## src/rtl/rv_types.sv

```systemverilog
// Shared rv32 types plus the UART register offsets and STAT bit positions.
// Latency: none, declarations only.
// Backpressure: not applicable.
package rv_types;

  typedef logic [31:0] u32_t;
  typedef logic [7:0]  u8_t;
  typedef logic [3:0]  u4_t;

  // Register offsets, as seen on adr[3:2]
  localparam logic [1:0] UART_DATA = 2'd0;
  localparam logic [1:0] UART_STAT = 2'd1;
  localparam logic [1:0] UART_BAUD = 2'd2;
  localparam logic [1:0] UART_CTRL = 2'd3;

  // STAT bit positions
  localparam int STAT_TX_FULL  = 0;
  localparam int STAT_TX_EMPTY = 1;
  localparam int STAT_RX_VALID = 2;
  localparam int STAT_RX_OVR   = 3;
  localparam int STAT_TX_BUSY  = 4;

  // Shared by the TX and RX serial state machines
  typedef enum logic [1:0] {S_IDLE, S_START, S_DATA, S_STOP} uart_st_t;

endpackage

```

## src/rtl/rv_sync_fifo.sv

```systemverilog
// Single-clock FIFO with first-word-fall-through head and occupancy count.
// Latency: a pushed word is visible at the head the cycle after the push.
// Backpressure: push while full is dropped unless a pop happens in the same cycle.
module rv_sync_fifo #(
  parameter int WIDTH      = 8,
  parameter int DEPTH_LOG2 = 4
) (
  input  logic                  cclk,
  input  logic                  reset,
  input  logic                  push,
  input  logic [WIDTH-1:0]      push_dat,
  input  logic                  pop,
  output logic [WIDTH-1:0]      head_dat,
  output logic                  full,
  output logic                  empty,
  output logic [DEPTH_LOG2:0]   count
);

  localparam int DEPTH = 1 << DEPTH_LOG2;

  logic [WIDTH-1:0]    mem [DEPTH];
  logic [DEPTH_LOG2:0] wr_ptr;
  logic [DEPTH_LOG2:0] rd_ptr;
  logic                do_push;
  logic                do_pop;

  // Extra pointer bit keeps full and empty distinct; count can never exceed DEPTH
  assign count    = wr_ptr - rd_ptr;
  assign full     = count[DEPTH_LOG2];
  assign empty    = (wr_ptr == rd_ptr);
  assign do_pop   = pop & ~empty;
  assign do_push  = push & (~full | do_pop);
  assign head_dat = mem[rd_ptr[DEPTH_LOG2-1:0]];

  // Pointer update
  always_ff @(posedge cclk) begin
    if (reset) begin
      wr_ptr <= '0;
      rd_ptr <= '0;
    end else begin
      if (do_push) wr_ptr <= wr_ptr + 1'b1;
      if (do_pop)  rd_ptr <= rd_ptr + 1'b1;
    end
  end

  // Storage, no reset needed
  always_ff @(posedge cclk) begin
    if (do_push) mem[wr_ptr[DEPTH_LOG2-1:0]] <= push_dat;
  end

endmodule

```

## src/rtl/rv_uart_dbus.sv

```systemverilog
// Memory-mapped 8N1 UART on the rv32 data bus with TX/RX FIFOs and level irq.
// Latency: read data one cycle after re; writes act on the strobe edge.
// Backpressure: none on the bus; TX pushes to a full FIFO and RX bytes into a full FIFO are dropped.
module rv_uart_dbus
  import rv_types::*;
#(
  parameter logic [31:0] BASE       = 32'hFFFF_0000,
  parameter int          DEPTH_LOG2 = 4,
  parameter logic [15:0] DIV_RESET  = 16'd867
) (
  input  logic        cclk,
  input  logic        reset,
  input  logic [31:0] adr,
  input  logic [3:0]  we,
  input  logic        re,
  input  logic [31:0] dw,
  output logic [31:0] dr,
  output logic        txd,
  input  logic        rxd,
  output logic        irq
);

  logic                sel, wr, rd;
  logic [1:0]          off;
  logic [15:0]         div;
  logic [1:0]          ctrl;
  logic                overrun;
  u32_t                stat, rd_mux;

  logic                tx_push, tx_pop, tx_full, tx_empty;
  u8_t                 tx_head;
  logic [DEPTH_LOG2:0] tx_count;
  uart_st_t            tx_st;
  logic [15:0]         tx_cnt;
  u8_t                 tx_sh;
  logic [2:0]          tx_bit;

  logic                rx_push, rx_pop, rx_full, rx_empty, rx_stop_ok, rx_drop;
  u8_t                 rx_head;
  logic [DEPTH_LOG2:0] rx_count;
  uart_st_t            rx_st;
  logic [15:0]         rx_cnt, rx_half_ld;
  logic [16:0]         div_p1;
  u8_t                 rx_sh;
  logic [2:0]          rx_bit;
  logic                rx_s1, rx_s2, rx_prev;

  logic                unused_bits;

  assign sel = (adr[31:4] == BASE[31:4]);
  assign off = adr[3:2];
  assign wr  = sel & (|we);
  assign rd  = sel & re;

  assign tx_push = wr & we[0] & (off == UART_DATA);
  assign rx_pop  = rd & (off == UART_DATA) & ~rx_empty;

  // Mid-bit point of the start bit; one cycle is already spent detecting the edge
  assign div_p1     = {1'b0, div} + 17'd1;
  assign rx_half_ld = (div_p1[16:1] == 16'd0) ? 16'd0 : div_p1[16:1] - 16'd1;

  assign rx_stop_ok = (rx_st == S_STOP) & (rx_cnt == 16'd0) & rx_s2;
  assign rx_push    = rx_stop_ok & (~rx_full | rx_pop);
  assign rx_drop    = rx_stop_ok & rx_full & ~rx_pop;

  assign unused_bits = &{1'b0, adr[1:0], dw[31:16], tx_count};

  rv_sync_fifo #(.WIDTH(8), .DEPTH_LOG2(DEPTH_LOG2)) u_tx_fifo (
    .cclk(cclk), .reset(reset), .push(tx_push), .push_dat(dw[7:0]), .pop(tx_pop),
    .head_dat(tx_head), .full(tx_full), .empty(tx_empty), .count(tx_count)
  );

  rv_sync_fifo #(.WIDTH(8), .DEPTH_LOG2(DEPTH_LOG2)) u_rx_fifo (
    .cclk(cclk), .reset(reset), .push(rx_push), .push_dat(rx_sh), .pop(rx_pop),
    .head_dat(rx_head), .full(rx_full), .empty(rx_empty), .count(rx_count)
  );

  // TX FSM pops from IDLE, or from the end of STOP for gapless back-to-back frames
  always_comb begin
    tx_pop = ~tx_empty & ((tx_st == S_IDLE) | ((tx_st == S_STOP) & (tx_cnt == 16'd0)));
  end

  // Status word and read-data mux
  always_comb begin
    stat                = '0;
    stat[STAT_TX_FULL]  = tx_full;
    stat[STAT_TX_EMPTY] = tx_empty;
    stat[STAT_RX_VALID] = ~rx_empty;
    stat[STAT_RX_OVR]   = overrun;
    stat[STAT_TX_BUSY]  = (tx_st != S_IDLE) | ~tx_empty;
    stat[15:8]          = 8'(rx_count);
    rd_mux              = '0;
    case (off)
      UART_DATA: rd_mux = rx_empty ? 32'd0 : {24'd0, rx_head};
      UART_STAT: rd_mux = stat;
      UART_BAUD: rd_mux = {16'd0, div};
      UART_CTRL: rd_mux = {30'd0, ctrl};
      default:   rd_mux = '0;
    endcase
  end

  // Register writes, registered read data and interrupt
  always_ff @(posedge cclk) begin
    if (reset) begin
      div     <= DIV_RESET;
      ctrl    <= '0;
      overrun <= 1'b0;
      dr      <= '0;
      irq     <= 1'b0;
    end else begin
      if (wr && off == UART_BAUD) begin
        if (we[0]) div[7:0]  <= dw[7:0];
        if (we[1]) div[15:8] <= dw[15:8];
      end
      if (wr && off == UART_CTRL) ctrl <= dw[1:0];
      if (rx_drop) overrun <= 1'b1;
      else if (wr && off == UART_STAT && dw[STAT_RX_OVR]) overrun <= 1'b0;
      dr  <= rd ? rd_mux : 32'd0;
      irq <= (ctrl[0] & ~rx_empty) | (ctrl[1] & tx_empty & (tx_st == S_IDLE));
    end
  end

  // TX serialiser: each state holds for div+1 cycles, data LSB first
  always_ff @(posedge cclk) begin
    if (reset) begin
      tx_st  <= S_IDLE;
      tx_cnt <= '0;
      tx_sh  <= '0;
      tx_bit <= '0;
      txd    <= 1'b1;
    end else begin
      case (tx_st)
        S_IDLE: begin
          txd <= 1'b1;
          if (tx_pop) begin
            tx_st  <= S_START;
            tx_cnt <= div;
            tx_sh  <= tx_head;
            txd    <= 1'b0;
          end
        end
        S_START: begin
          if (tx_cnt != 16'd0) tx_cnt <= tx_cnt - 16'd1;
          else begin
            tx_st  <= S_DATA;
            tx_cnt <= div;
            tx_bit <= 3'd0;
            txd    <= tx_sh[0];
          end
        end
        S_DATA: begin
          if (tx_cnt != 16'd0) tx_cnt <= tx_cnt - 16'd1;
          else begin
            tx_cnt <= div;
            if (tx_bit == 3'd7) begin
              tx_st <= S_STOP;
              txd   <= 1'b1;
            end else begin
              tx_bit <= tx_bit + 3'd1;
              tx_sh  <= {1'b0, tx_sh[7:1]};
              txd    <= tx_sh[1];
            end
          end
        end
        S_STOP: begin
          if (tx_cnt != 16'd0) tx_cnt <= tx_cnt - 16'd1;
          else if (tx_pop) begin
            tx_st  <= S_START;
            tx_cnt <= div;
            tx_sh  <= tx_head;
            txd    <= 1'b0;
          end else begin
            tx_st <= S_IDLE;
            txd   <= 1'b1;
          end
        end
        default: tx_st <= S_IDLE;
      endcase
    end
  end

  // RX synchroniser and deserialiser sampling at mid-bit
  always_ff @(posedge cclk) begin
    if (reset) begin
      rx_s1   <= 1'b1;
      rx_s2   <= 1'b1;
      rx_prev <= 1'b1;
      rx_st   <= S_IDLE;
      rx_cnt  <= '0;
      rx_sh   <= '0;
      rx_bit  <= '0;
    end else begin
      rx_s1   <= rxd;
      rx_s2   <= rx_s1;
      rx_prev <= rx_s2;
      case (rx_st)
        S_IDLE: begin
          if (rx_prev && !rx_s2) begin
            rx_st  <= S_START;
            rx_cnt <= rx_half_ld;
          end
        end
        S_START: begin
          if (rx_cnt != 16'd0) rx_cnt <= rx_cnt - 16'd1;
          else if (rx_s2) rx_st <= S_IDLE;
          else begin
            rx_st  <= S_DATA;
            rx_cnt <= div;
            rx_bit <= 3'd0;
          end
        end
        S_DATA: begin
          if (rx_cnt != 16'd0) rx_cnt <= rx_cnt - 16'd1;
          else begin
            rx_sh  <= {rx_s2, rx_sh[7:1]};
            rx_cnt <= div;
            if (rx_bit == 3'd7) rx_st <= S_STOP;
            else rx_bit <= rx_bit + 3'd1;
          end
        end
        S_STOP: begin
          // Push or framing discard is decoded combinationally from this state
          if (rx_cnt != 16'd0) rx_cnt <= rx_cnt - 16'd1;
          else rx_st <= S_IDLE;
        end
        default: rx_st <= S_IDLE;
      endcase
    end
  end

endmodule
```

## config.mk

```make
export PLATFORM = sky130hd
export DESIGN_NAME = rv_uart_dbus
export DESIGN_NICKNAME = d
export VERILOG_FILES = /design/src/rtl/rv_types.sv /design/src/rtl/rv_sync_fifo.sv /design/src/rtl/rv_uart_dbus.sv
export SDC_FILE = /design/constraint.sdc
export NUM_CORES = 1
export LEC_CHECK = 0
export ABC_CLOCK_PERIOD_IN_PS = 7450
export CAP_MARGIN = 10
export CORE_MARGIN = 5
export CORE_UTILIZATION = 40
export DETAILED_ROUTE_END_ITERATION = 8
export PLACE_DENSITY = 0.58
export SLEW_MARGIN = 20
export SYNTH_ARGS = -nofsm -noshare
export SYNTH_HDL_FRONTEND = slang
export SYNTH_HIERARCHICAL = 1
export SYNTH_SLANG_ARGS = --single-unit
```

## constraint.sdc

```tcl
create_clock -name cclk -period 7.45 [get_ports cclk]
set_input_delay 1.49 -clock cclk [delete_from_list [all_inputs] [get_ports cclk]]
set_output_delay 1.49 -clock cclk [all_outputs]
set_load 0.005 [all_outputs]
```

==> results.cfg <==
[pwr]
power_density_nw_per_um2 = 234
ir_drop_v = 0.000184
leakagePower_nw = 6.79

[worst_setup_path]
path_cells = clkdlybuf4s50_1 > nor4b_1 > nand4_1 > nor4_2 > nand3_1 > a21boi_0 > nand2_1 > a2111oi_0 > a211oi_2 > nor2_1
start_kind = primary input
cpMaxStageDelayCell = nor2_1
cp-end-kind = flop
critPathKind = in2reg
required_ps = 7620
slowest_delay_ps = 740
critical_path_buf_inv_count = 1
arrival_ps = 5500
worstPathMaxFanout = 8
critPathTopFamily = simple AND/OR/NAND/NOR gates

[cells_and_area]
final_cell_mix = 256 x edfxtp_1, 141 x nor2_1, 124 x dfxtp_1, 80 x mux4_2, 70 x clkdlybuf4s50_1
final_common_cell = edfxtp_1
nFillCells = 3971
n_antenna_cell = 0
nets = 1533
drive_above_1_share_pct = 13.3
layout.cells.non_filler = 2043
area_growth_pct = 13.9

[detailed_routing]
initialDrtViolationCount = 839
drt_wl_total_mm = 43.0
wl_per_cell_um = 21.0
drtAntennaViolNets = 0
first_pass_iters = 4
vias_per_cell = 5.58
route.detailed.drc = 0
vias = 11402

[cts]
ctsRootBufferMaster = clkbuf_16
htreeDepth = 2
numCtsBuffers = 41
cts_tree = yes
clkSlewWorstSetupHoldPaths_ps = 60
clk-insertion-delay-late_ps = 560
cts_resized = 0
post-cts-setup-buffers = 0
cts_sinks = 382
cts_buffer_depth = 3
hold_buffers = 0

[global_route]
antenna_found_initial = 2
gr-total-overflow = 0
grt_max_degree = 83
track_usage_pct = 17.3
grt_first_pass_wirelength_mm = 67.0
grt_pass1_vias = 11177

[timing]
worstMarginPinSlew_ps = 1070
fin_crit_ps = 5330
setup_ws_ps = 2120
slew_violations = 0
final_hold_viol_count = 0
rsz0062_at_grt = false
finClkSkew_ps = 27.7
period_share_pct = 71.6
tns_ps = 0
relSlewSlack_pct = 28.3
setup-violations-final = 0
max_freq_mhz = 188

[floorplanning]
ios = 106
die_area_um2 = 48800
die_w_um = 221
num_rows = 77
start_util_pct = 40.4
core_area_um2 = 44100
chipHeight_um = 221

[outcome]
status = finished clean

[synth]
avgSynthCellArea_um2 = 13.0
yosysWarnings = 6
synthesis.instances = 1374
syn_area_um2 = 17800

[placement]
gp_congestion = 0.825
hpwl_mm = 28.1
place_inst = 1971
port_buffers = 71
pre_cts_slack_ps = 1500

[worst_hold_path]
holdCritPathClass = reg2reg

[flow_run]
drv_cap = 0
[state kept, by name (all words and copies together), names as in the netlist, 2 cells and up, named ones only]
name              cells
u_tx_fifo/rd_ptr      5
u_rx_fifo/rd_ptr      5
rx_bit                3
ctrl                  2
tx_sh                 8
rx_sh                 8
dr                   16
u_tx_fifo/wr_ptr      5
u_rx_fifo/mem       128
div                  16
rx_cnt               16
tx_st                 2
tx_cnt               16
tx_bit                3
u_tx_fifo/mem       128
u_rx_fifo/wr_ptr      5
[through the flow]
step,utilization (%),hold slack (ps),cell area [µm²],total power (W)
after floorplan,-,389,17900,0.00266
after global placement,43.0,397,19000,0.00279
after detailed placement,43.0,395,19000,0.00279
after CTS,46.0,408,20300,0.00480
after global routing,46.0,431,20300,0.00495
final,46.0,408,20300,0.00475
[area by class of cell]
type	instances	area (µm²)	share of cell area (%)
well taps	592	741	3.65
clock buffers	56	1170	5.75
multi-input cells	869	7010	34.6
clock inverters	16	149	0.734
flip-flops and latches	382	10200	50.3
inverters	35	131	0.648
repair buffers	93	873	4.30
[per-layer routing]
layer	up-vias	share of wire, %	wire length (µm)	track usage [%]
li1	5285	-	-	-
met2	331	46	19700	26.4
met4	4	2.6	1140	5.58
met1	5715	46	19600	25.2
met3	67	6.0	2590	3.06
met5	-	0.063	27	0
[power by group]
group	switching [W]	leakage [nW]	internal [W]
clock	0.000828	0.634	0.00117
sequential	0.0000273	3.35	0.00227
combinational	0.000281	2.81	0.000173
total	0.00114	6.79	0.00361
[path summary, 6_finish.rpt]
path                               startpoint  slack (ps)  cells after the start                              to
max                                   adr[15]        2120                     10  u_rx_fifo/mem[11][2]$_DFFE_PP_
max reg2reg  u_rx_fifo/wr_ptr[2]$_SDFFE_PP0P_        2880                     10  u_rx_fifo/mem[11][2]$_DFFE_PP_
min                          rx_s1$_SDFF_PP1_         410                      1                rx_s2$_SDFF_PP1_
min reg2reg                  rx_s1$_SDFF_PP1_         410                      1                rx_s2$_SDFF_PP1_
Note: power is estimated with default switching activity, not from simulation.
